### src/rtl/apb_multi_manager_if.sv
// APB requester bundle: address/control driven by the manager,
// per-completer PREADY/PSLVERR and shared PRDATA returned to it.
// Modports: master = requester side, slave = completer side.
interface apb_multi_manager_if #(
  parameter int ADDR_W  = 14,
  parameter int DATA_W  = 32,
  parameter int NUM_SLV = 4
);
  logic [ADDR_W-1:0]  PADDR;
  logic               PWRITE;
  logic [DATA_W-1:0]  PWDATA;
  logic               PENABLE;
  logic [NUM_SLV-1:0] PSEL;
  logic [DATA_W-1:0]  PRDATA;
  logic [NUM_SLV-1:0] PREADY;
  logic [NUM_SLV-1:0] PSLVERR;

  modport master (
    output PADDR, PWRITE, PWDATA, PENABLE, PSEL,
    input  PRDATA, PREADY, PSLVERR
  );

  modport slave (
    input  PADDR, PWRITE, PWDATA, PENABLE, PSEL,
    output PRDATA, PREADY, PSLVERR
  );
endinterface

### src/rtl/apb_multi_manager.sv
// APB requester fed by a request FIFO and returning {err, rdata} to a
// response FIFO; one transfer in flight, completer picked by top addr bits.
// Ports: PCLK, PRESET (sync, active-high); req_data/req_empty/req_rreq;
// resp_data/resp_full/resp_wreq; busy; apb (master modport).
// Optional macro APB_MGR_TIMEOUT_EN: abort ACCESS after TIMEOUT_CYC waits.
module apb_multi_manager #(
  parameter int ADDR_W      = 14,
  parameter int DATA_W      = 32,
  parameter int NUM_SLV     = 4,
  parameter int TIMEOUT_CYC = 16
) (
  input  logic                   PCLK,
  input  logic                   PRESET,
  input  logic [DATA_W+ADDR_W:0] req_data,
  input  logic                   req_empty,
  output logic                   req_rreq,
  output logic [DATA_W+1:0]      resp_data,
  input  logic                   resp_full,
  output logic                   resp_wreq,
  output logic                   busy,
  apb_multi_manager_if.master    apb
);
  localparam int SEL_W = (NUM_SLV > 1) ? $clog2(NUM_SLV) : 1;
  localparam logic [SEL_W:0] SLV_LIM = (SEL_W+1)'(NUM_SLV);

  typedef enum logic [2:0] {
    IDLE, FETCH, SETUP, ACCESS, RESP
  } state_e;

  state_e              state_q, state_d;
  logic [ADDR_W-1:0]   addr_q, addr_d;
  logic [DATA_W-1:0]   wdata_q, wdata_d;
  logic                write_q, write_d;
  logic [DATA_W-1:0]   rdata_q, rdata_d;
  logic [1:0]          err_q, err_d;

`ifdef APB_MGR_TIMEOUT_EN
  localparam int CNT_W = $clog2(TIMEOUT_CYC + 1);
  logic [CNT_W-1:0]    cnt_q, cnt_d;
`endif

  logic [SEL_W-1:0]    idx;
  logic                dec_ok;
  logic [NUM_SLV-1:0]  sel_oh;
  logic                rdy;
  logic                slverr;

  logic                rreq_c, wreq_c, pen_c, pwr_c;
  logic [DATA_W+1:0]   resp_c;
  logic [NUM_SLV-1:0]  psel_c;
  logic [ADDR_W-1:0]   paddr_c;
  logic [DATA_W-1:0]   pwdata_c;

  assign idx    = addr_q[ADDR_W-1 -: SEL_W];
  assign dec_ok = {1'b0, idx} < SLV_LIM;

  always_comb begin
    for (int i = 0; i < NUM_SLV; i++) begin
      sel_oh[i] = (idx == SEL_W'(i));
    end
  end

  // masking keeps non-selected completers out of the decision
  assign rdy    = |(apb.PREADY & sel_oh);
  assign slverr = |(apb.PSLVERR & sel_oh);

  always_comb begin
    state_d  = state_q;
    addr_d   = addr_q;
    wdata_d  = wdata_q;
    write_d  = write_q;
    rdata_d  = rdata_q;
    err_d    = err_q;
`ifdef APB_MGR_TIMEOUT_EN
    cnt_d    = '0;
`endif
    rreq_c   = 1'b0;
    wreq_c   = 1'b0;
    resp_c   = '0;
    psel_c   = '0;
    pen_c    = 1'b0;
    paddr_c  = '0;
    pwr_c    = 1'b0;
    pwdata_c = '0;
    unique case (state_q)
      IDLE: begin
        if (!req_empty) state_d = FETCH;
      end
      FETCH: begin
        rreq_c = 1'b1;
        {wdata_d, addr_d, write_d} = req_data;
        state_d = SETUP;
      end
      SETUP: begin
        paddr_c  = addr_q;
        pwr_c    = write_q;
        pwdata_c = write_q ? wdata_q : '0;
        if (dec_ok) begin
          psel_c  = sel_oh;
          state_d = ACCESS;
        end else begin
          rdata_d = '0;
          err_d   = 2'b10;
          state_d = RESP;
        end
      end
      ACCESS: begin
        psel_c   = sel_oh;
        pen_c    = 1'b1;
        paddr_c  = addr_q;
        pwr_c    = write_q;
        pwdata_c = write_q ? wdata_q : '0;
        if (rdy) begin
          rdata_d = write_q ? '0 : apb.PRDATA;
          err_d   = {1'b0, slverr};
          state_d = RESP;
        end
`ifdef APB_MGR_TIMEOUT_EN
        else if (cnt_q == CNT_W'(TIMEOUT_CYC - 1)) begin
          rdata_d = '0;
          err_d   = 2'b11;
          state_d = RESP;
        end else begin
          cnt_d = cnt_q + 1'b1;
        end
`endif
      end
      RESP: begin
        if (!resp_full) begin
          wreq_c  = 1'b1;
          resp_c  = {err_q, rdata_q};
          state_d = IDLE;
        end
      end
      default: state_d = IDLE;
    endcase
  end

  always_ff @(posedge PCLK) begin
    if (PRESET) begin
      state_q <= IDLE;
      addr_q  <= '0;
      wdata_q <= '0;
      write_q <= 1'b0;
      rdata_q <= '0;
      err_q   <= '0;
`ifdef APB_MGR_TIMEOUT_EN
      cnt_q   <= '0;
`endif
    end else begin
      state_q <= state_d;
      addr_q  <= addr_d;
      wdata_q <= wdata_d;
      write_q <= write_d;
      rdata_q <= rdata_d;
      err_q   <= err_d;
`ifdef APB_MGR_TIMEOUT_EN
      cnt_q   <= cnt_d;
`endif
    end
  end

  // outputs forced quiet while reset is asserted, whatever the state
  assign req_rreq    = !PRESET && rreq_c;
  assign resp_wreq   = !PRESET && wreq_c;
  assign resp_data   = PRESET ? '0 : resp_c;
  assign busy        = !PRESET && (state_q != IDLE);
  assign apb.PSEL    = PRESET ? '0 : psel_c;
  assign apb.PENABLE = !PRESET && pen_c;
  assign apb.PADDR   = PRESET ? '0 : paddr_c;
  assign apb.PWRITE  = !PRESET && pwr_c;
  assign apb.PWDATA  = PRESET ? '0 : pwdata_c;
endmodule

### src/flat_wrapper.sv
// flat-port wrapper written by rule: the top's interface ports become plain ports
module apb_multi_manager_flat 
#(
  parameter int ADDR_W      = 14,
  parameter int DATA_W      = 32,
  parameter int NUM_SLV     = 4,
  parameter int TIMEOUT_CYC = 16
)
  (PCLK, PRESET, req_data, req_empty, req_rreq, resp_data, resp_full, resp_wreq, busy, apb_PADDR, apb_PWRITE, apb_PWDATA, apb_PENABLE, apb_PSEL, apb_PRDATA, apb_PREADY, apb_PSLVERR);
  apb_multi_manager_if #(.ADDR_W(ADDR_W), .DATA_W(DATA_W), .NUM_SLV(NUM_SLV)) apb_i ();
  input  logic PCLK;
  input  logic PRESET;
  input  logic [DATA_W+ADDR_W:0] req_data;
  input  logic req_empty;
  output logic req_rreq;
  output logic [DATA_W+1:0] resp_data;
  input  logic resp_full;
  output logic resp_wreq;
  output logic busy;
  output wire logic [$bits(apb_i.PADDR)-1:0] apb_PADDR;
  output wire logic [$bits(apb_i.PWRITE)-1:0] apb_PWRITE;
  output wire logic [$bits(apb_i.PWDATA)-1:0] apb_PWDATA;
  output wire logic [$bits(apb_i.PENABLE)-1:0] apb_PENABLE;
  output wire logic [$bits(apb_i.PSEL)-1:0] apb_PSEL;
  input wire logic [$bits(apb_i.PRDATA)-1:0] apb_PRDATA;
  input wire logic [$bits(apb_i.PREADY)-1:0] apb_PREADY;
  input wire logic [$bits(apb_i.PSLVERR)-1:0] apb_PSLVERR;
  assign apb_PADDR = apb_i.PADDR;
  assign apb_PWRITE = apb_i.PWRITE;
  assign apb_PWDATA = apb_i.PWDATA;
  assign apb_PENABLE = apb_i.PENABLE;
  assign apb_PSEL = apb_i.PSEL;
  assign apb_i.PRDATA = apb_PRDATA;
  assign apb_i.PREADY = apb_PREADY;
  assign apb_i.PSLVERR = apb_PSLVERR;
  apb_multi_manager #(.ADDR_W(ADDR_W), .DATA_W(DATA_W), .NUM_SLV(NUM_SLV), .TIMEOUT_CYC(TIMEOUT_CYC)) u_core (.PCLK(PCLK), .PRESET(PRESET), .req_data(req_data), .req_empty(req_empty), .req_rreq(req_rreq), .resp_data(resp_data), .resp_full(resp_full), .resp_wreq(resp_wreq), .busy(busy), .apb(apb_i));
endmodule
### config.mk
export PLATFORM = sky130hd
export DESIGN_NAME = apb_multi_manager_flat
export DESIGN_NICKNAME = d
export VERILOG_FILES = /design/src/rtl/apb_multi_manager_if.sv /design/src/rtl/apb_multi_manager.sv /design/src/flat_wrapper.sv
export SDC_FILE = /design/constraint.sdc
export NUM_CORES = 1
export LEC_CHECK = 0
export ABC_AREA = 1
export CORE_UTILIZATION = 45
export CTS_CLUSTER_DIAMETER = 40
export DETAILED_ROUTE_END_ITERATION = 10
export GPL_ROUTABILITY_DRIVEN = 0
export PLACE_DENSITY = 0.93
export SYNTH_ARGS = -nofsm -noshare
export SYNTH_HDL_FRONTEND = slang
export SYNTH_SLANG_ARGS = --single-unit
### constraint.sdc
create_clock -name PCLK -period 3 [get_ports PCLK]
set_input_delay 0.45 -clock PCLK [delete_from_list [all_inputs] [get_ports PCLK]]
set_output_delay 0.45 -clock PCLK [all_outputs]
set_load 0.05 [all_outputs]
==> impl_metrics.json, run 1 <==
{
  "power.density_nw_per_um2": 433,
  "cts_tree": "yes",
  "wl_per_cell_um": 13.7,
  "cts-resized-gates": 0,
  "synth_seq_cells": 83,
  "vias": 4267,
  "coreArea_um2": 8300,
  "slew_headroom": 0.362,
  "drcViolationCount": 0,
  "ys_async_sr_fraction": 0,
  "synthFlopType": "dfxtp_1",
  "rsz0062_at_grt": "no",
  "tightestPinTransition_ns": 0.956,
  "ant_nets": 0,
  "finalWirelength_mm": 11.7,
  "nets": 840,
  "rows": 33,
  "crit_chain": "clkdlybuf4s50_1, nor3_2, inv_1, buf_12, nor2_1, buf_12",
  "grt_first_pass_wirelength_mm": 18.8,
  "syn_inst": 597,
  "dpl.hpwl_mm": 8.91,
  "fin_crit_sh": 0.865,
  "grt_max_degree": 96,
  "numCtsBuffers": 9,
  "crit_top_cell": "buf_12",
  "worstPathArrival_ns": 2.14,
  "overflow": 0,
  "endpoint_kind": "primary output",
  "initial_core_util": 0.472,
  "p_leak_uw": 0.00256,
  "io_pins": 180,
  "cts-root-buf": "clkbuf_8",
  "insertion_delay_ns": 0.34,
  "htreeDepth": 3,
  "period_needed_ns": 2.59,
  "fin_skew_ns": 0.00818,
  "required_ns": 2.55,
  "yosysUniqueCellTypes": 22,
  "drv_cap": 0,
  "drive_above_1_share": 0.158,
  "firstDrtPassIters": 4,
  "layout_common_cells": "nor2_1, clkdlybuf4s50_1, inv_1",
  "die_h_um": 95.3,
  "dp_slack_ns": 0.409,
  "yosys_warnings": 0,
  "layout_setup_ws_ns": 0.405,
  "syn_area_um2": 3920,
  "clock_path_buffers": 2,
  "clock.fmax_mhz": 385,
  "synth_nets": 688,
  "final_max_slew_viol_count": 0,
  "holdBufCountCts": 0,
  "die_x_um": 95.3,
  "postCtsSetupBuffers": 0,
  "min_path_type": "register to register",
  "setup_viol": 0,
  "synth_edf_count": 0,
  "io_buffers": 178,
  "ir_drop_mv": 0.306,
  "grt_pass1_vias": 4071,
  "crit_slowest_cell": "clkdlybuf4s50_1",
  "avgSynthCellArea_um2": 6.56,
  "final.setup.tns_ns": 0,
  "clk_pin_slew_ns": 0.08,
  "via_per_inst": 4.97,
  "crit_path_start_kind": "input port",
  "final_common_cell": "nor2_1",
  "area_growth_syn_to_layout_pct": 65.1,
  "grt.total_usage": 0.269,
  "outcome": "complete, no violations",
  "detail_route.iter0.violations": 193,
  "n_antenna_cell": 0,
  "crit_fanout": 23,
  "cts.sinks": 83,
  "worstSetupPathType": "input port to primary output",
  "die-area_um2": 9080,
  "synth_seq_area_share": 0.424,
  "hold_viol": 0,
  "critPathMaxStageDelay_ns": 0.58,
  "antenna_found_initial": 0
}
==> sequential cells by signal (all words and copies together), names as in the netlist <==
signal / flops
u_core.rdata_q: 32
u_core.wdata_q: 32
u_core.addr_q: 14
u_core.state_q: 3
u_core.err_q: 1
u_core.write_q: 1
==> critical path: cells and delay by family <==
kind | cells | cell delay (ns)
buffers and inverters | 4 | 1.19
AND/OR/NAND/NOR | 2 | 0.50
==> power breakdown <==
| part | leakage [uW] | switching, uW | total (uW) | internal (uW) |
|---|---|---|---|---|
| Sequential | 0.000678 | 54.9 | 1280 | 1230 |
| Clock | 0.000106 | 389 | 852 | 464 |
| Combinational | 0.00177 | 408 | 663 | 255 |
==> metrics by stage <==
step                      hold slack (ns)  instance area (um2)  total power [uW]  instances   util
after floorplan                     0.430                 3920              1750        597      -
after global placement              0.437                 6260              1930        843  0.754
after detailed placement            0.447                 6260              1970        843  0.754
after CTS                           0.460                 6460              2810        858  0.779
after global routing                0.481                 6460              2950        858  0.779
final                               0.458                 6460              2800        858  0.779
==> routing by layer <==
layer	GRT usage	up-vias	wire, um
met3	0.0774	31	961
met4	0.121	0	353
met1	0.291	1934	4410
met5	0	-	0
li1	-	2118	-
met2	0.481	184	5990
==> cell families (layout without fill, tap and decap cells) <==
kind of cell / after synthesis / in the layout / share of synthesized area
flip-flops: 83 / 83 / 0.424
buffers and inverters: 134 / 290 / 0.155
AO/OA/AOI/OAI: 99 / 99 / 0.128
AND/OR/NAND/NOR: 280 / 280 / 0.292
other: 1 / 1 / 0.000958
==> area by class of cell <==
cell class,count,area (um2)
fill,532,1840
multi-input combinational,380,1650
tap,105,131
sequential,83,1660
clock buffer,10,128
inverter,93,349
timing repair buffer,182,2460
clock inverter,5,78.8
==> worst paths after layout <==
path	slack, ns	cells past startpoint	endpoint	from
setup / recovery	0.41	6	resp_data[15]	PRESET
hold / removal	0.46	2	u_core.wdata_q[27]	u_core.wdata_q[27]
setup reg to reg	1.25	7	u_core.rdata_q[11]	u_core.addr_q[12]
hold reg to reg	0.46	2	u_core.wdata_q[27]	u_core.wdata_q[27]
==> cells in the mapped netlist (2+ instances only) <==
cell,number,area (um2)
nor2_1,148,556
inv_1,87,327
dfxtp_1,83,1660
nand2_1,77,289
a21oi_1,50,250
o21ai_0,48,240
nand3_1,42,210
clkbuf_1,15,56.3
buf_2,14,70.1
buf_6,11,124
inv_2,5,18.8
nor3_1,4,20.0
nor2_2,3,18.8
nand2_2,2,12.5
Note: power is estimated with default switching activity, not from simulation.
==> run 2: changes to the inputs <==
- CORE_UTILIZATION: 45 -> 46
- CTS_BUF_LIST: default -> sky130_fd_sc_hd__clkbuf_8
- PLACE_DENSITY: 0.93 -> 0.95
==> run 2 against run 1 <==
Compared with the run above: sequential share of layout area is 0.060 points higher; final area is 0.23% lower; clock power is 10% lower; clock-buffer cell count is 1 lower; sequential power hardly changed; largest power group unchanged; highest routed layer unchanged.
==> impl_metrics.json, run 2 (same netlist as run 1, synthesis figures left out) <==
{
  "crit_chain": "clkdlybuf4s50_1, nor3_2, inv_1, nor2_1, buf_12",
  "place_area_um2": 6260,
  "io_pins": 180,
  "io_buffers": 178,
  "grt_pass1_vias": 4247,
  "clock_path_buffers": 2,
  "crit_start": "PRESET",
  "dpl.hpwl_mm": 9.00,
  "rsz0062_at_grt": "no",
  "crit_path_end": "resp_data[2]",
  "setup_viol": 0,
  "reg2reg_to": "u_core.wdata_q[19]",
  "instances_no_fill": 858,
  "htreeDepth": 3,
  "drive_above_1_share": 0.155,
  "drcViolationCount": 0,
  "detail_route.iter0.violations": 163,
  "via_per_inst": 5.02,
  "worstPathArrival_ns": 2.35,
  "drv_cap": 0,
  "rrSetupSlack_ns": 1.18,
  "slew_headroom": 0.331,
  "finalWirelength_mm": 12.0,
  "crit_fanout": 33,
  "outcome": "complete, no violations",
  "postCtsSetupBuffers": 0,
  "hold_viol": 0,
  "grt_first_pass_wirelength_mm": 19.4,
  "ant_nets": 0,
  "initial_core_util": 0.476,
  "required_ns": 2.55,
  "critPathBufInv": 3,
  "cts_tree": "yes",
  "crit_path_start_kind": "input port",
  "fin_crit_sh": 0.932,
  "cts.sinks": 83,
  "antenna_found_initial": 0,
  "die_h_um": 94.3,
  "grt.total_usage": 0.280,
  "period_needed_ns": 2.80,
  "vias": 4305,
  "fin_skew_ns": 0.0126,
  "cts-root-buf": "clkbuf_8",
  "endpoint_kind": "primary output",
  "power.density_nw_per_um2": 421,
  "layout_common_cells": "nor2_1, clkdlybuf4s50_1, inv_1",
  "numCtsBuffers": 9,
  "path_depth": 5,
  "final_common_cell": "nor2_1",
  "clk_pin_slew_ns": 0.08,
  "clock.fmax_mhz": 358,
  "insertion_delay_ns": 0.34,
  "n_antenna_cell": 0,
  "wl_per_cell_um": 14.0,
  "area_growth_syn_to_layout_pct": 64.7,
  "grt_max_degree": 96,
  "rows": 33,
  "final_max_slew_viol_count": 0,
  "crit_slowest_cell": "inv_1",
  "rr_worst_depth": 5,
  "holdBufCountCts": 0,
  "critical-path-top-delay-family": "buffers and inverters",
  "nets": 839,
  "die-area_um2": 8880,
  "p_leak_uw": 0.00255,
  "overflow": 0,
  "largestRegisters": "u_core.rdata_q x32, u_core.wdata_q x32, u_core.addr_q x14",
  "firstDrtPassIters": 5,
  "worstSetupPathType": "input port to primary output",
  "coreArea_um2": 8220,
  "tightestPinTransition_ns": 1.00,
  "ir_drop_mv": 0.321,
  "final.setup.tns_ns": 0,
  "critPathMaxStageDelay_ns": 0.68,
  "min_path_type": "register to register",
  "timing.rr.start": "u_core.state_q[2]",
  "die_x_um": 94.3,
  "dp.cells": 842,
  "design_area_um2": 6450,
  "cts-resized-gates": 0
}
==> run 2: cell count changes in the layout (fill, tap and decap cells not counted) <==
cell	before	now
buf_12	69	70
clkinvlp_4	0	1
bufinv_16	2	1
buf_4	20	18
inv_1	87	90
clkinv_2	2	1
clkbuf_1	1	0
==> run 2: power by group <==
part           switching [uW]  internal [uW]  leakage, uW
combinational             417            256      0.00177
sequential               55.3           1230     0.000678
clock                     387            376     0.000103
total                     859           1860      0.00255
==> run 2: worst min path at each step <==
stage	slack (ns)	cells past startpoint	startpoint	end
floorplan	0.43	2	u_core.addr_q[0]	u_core.addr_q[0]
global placement	0.44	2	u_core.wdata_q[10]	u_core.wdata_q[10]
detailed placement	0.45	2	u_core.wdata_q[20]	u_core.wdata_q[20]
CTS	0.46	2	u_core.wdata_q[20]	u_core.wdata_q[20]
global route	0.48	2	u_core.wdata_q[20]	u_core.wdata_q[20]
finish	0.46	2	u_core.wdata_q[20]	u_core.wdata_q[20]
==> run 2: per-stage QoR <==
stage | setup slack, ns | total power, uW | hold WS, ns | util
after global placement | 0.318 | 1930 | 0.437 | 0.762
after floorplan | 0.152 | 1750 | 0.430 | -
after global routing | 0.0134 | 2870 | 0.476 | 0.785
after detailed placement | 0.186 | 1970 | 0.446 | 0.762
final | 0.203 | 2720 | 0.458 | 0.785
after CTS | 0.185 | 2730 | 0.459 | 0.785
==> run 2: worst min-delay path: stages, from the launching register on <==
cell	delay (ns)
dfxtp_1	0.31
inv_1	0.06
a21oi_1	0.05
==> run 2: routing by layer <==
layer,vias to the layer above,global-route usage,share of wire
met2,214,0.498,0.51
met4,0,0.136,0.035
met3,32,0.0793,0.091
met1,1945,0.302,0.36
li1,2114,-,-
met5,-,0,0
==> run 2: final cells by class <==
cell class / count / area [um2]
fillers: 534 / 1770
multi-input cells: 380 / 1650
well taps: 105 / 131
flip-flops and latches: 83 / 1660
repair buffers: 181 / 2470
clock buffers: 9 / 124
inverters: 93 / 349
clock inverters: 7 / 62.6
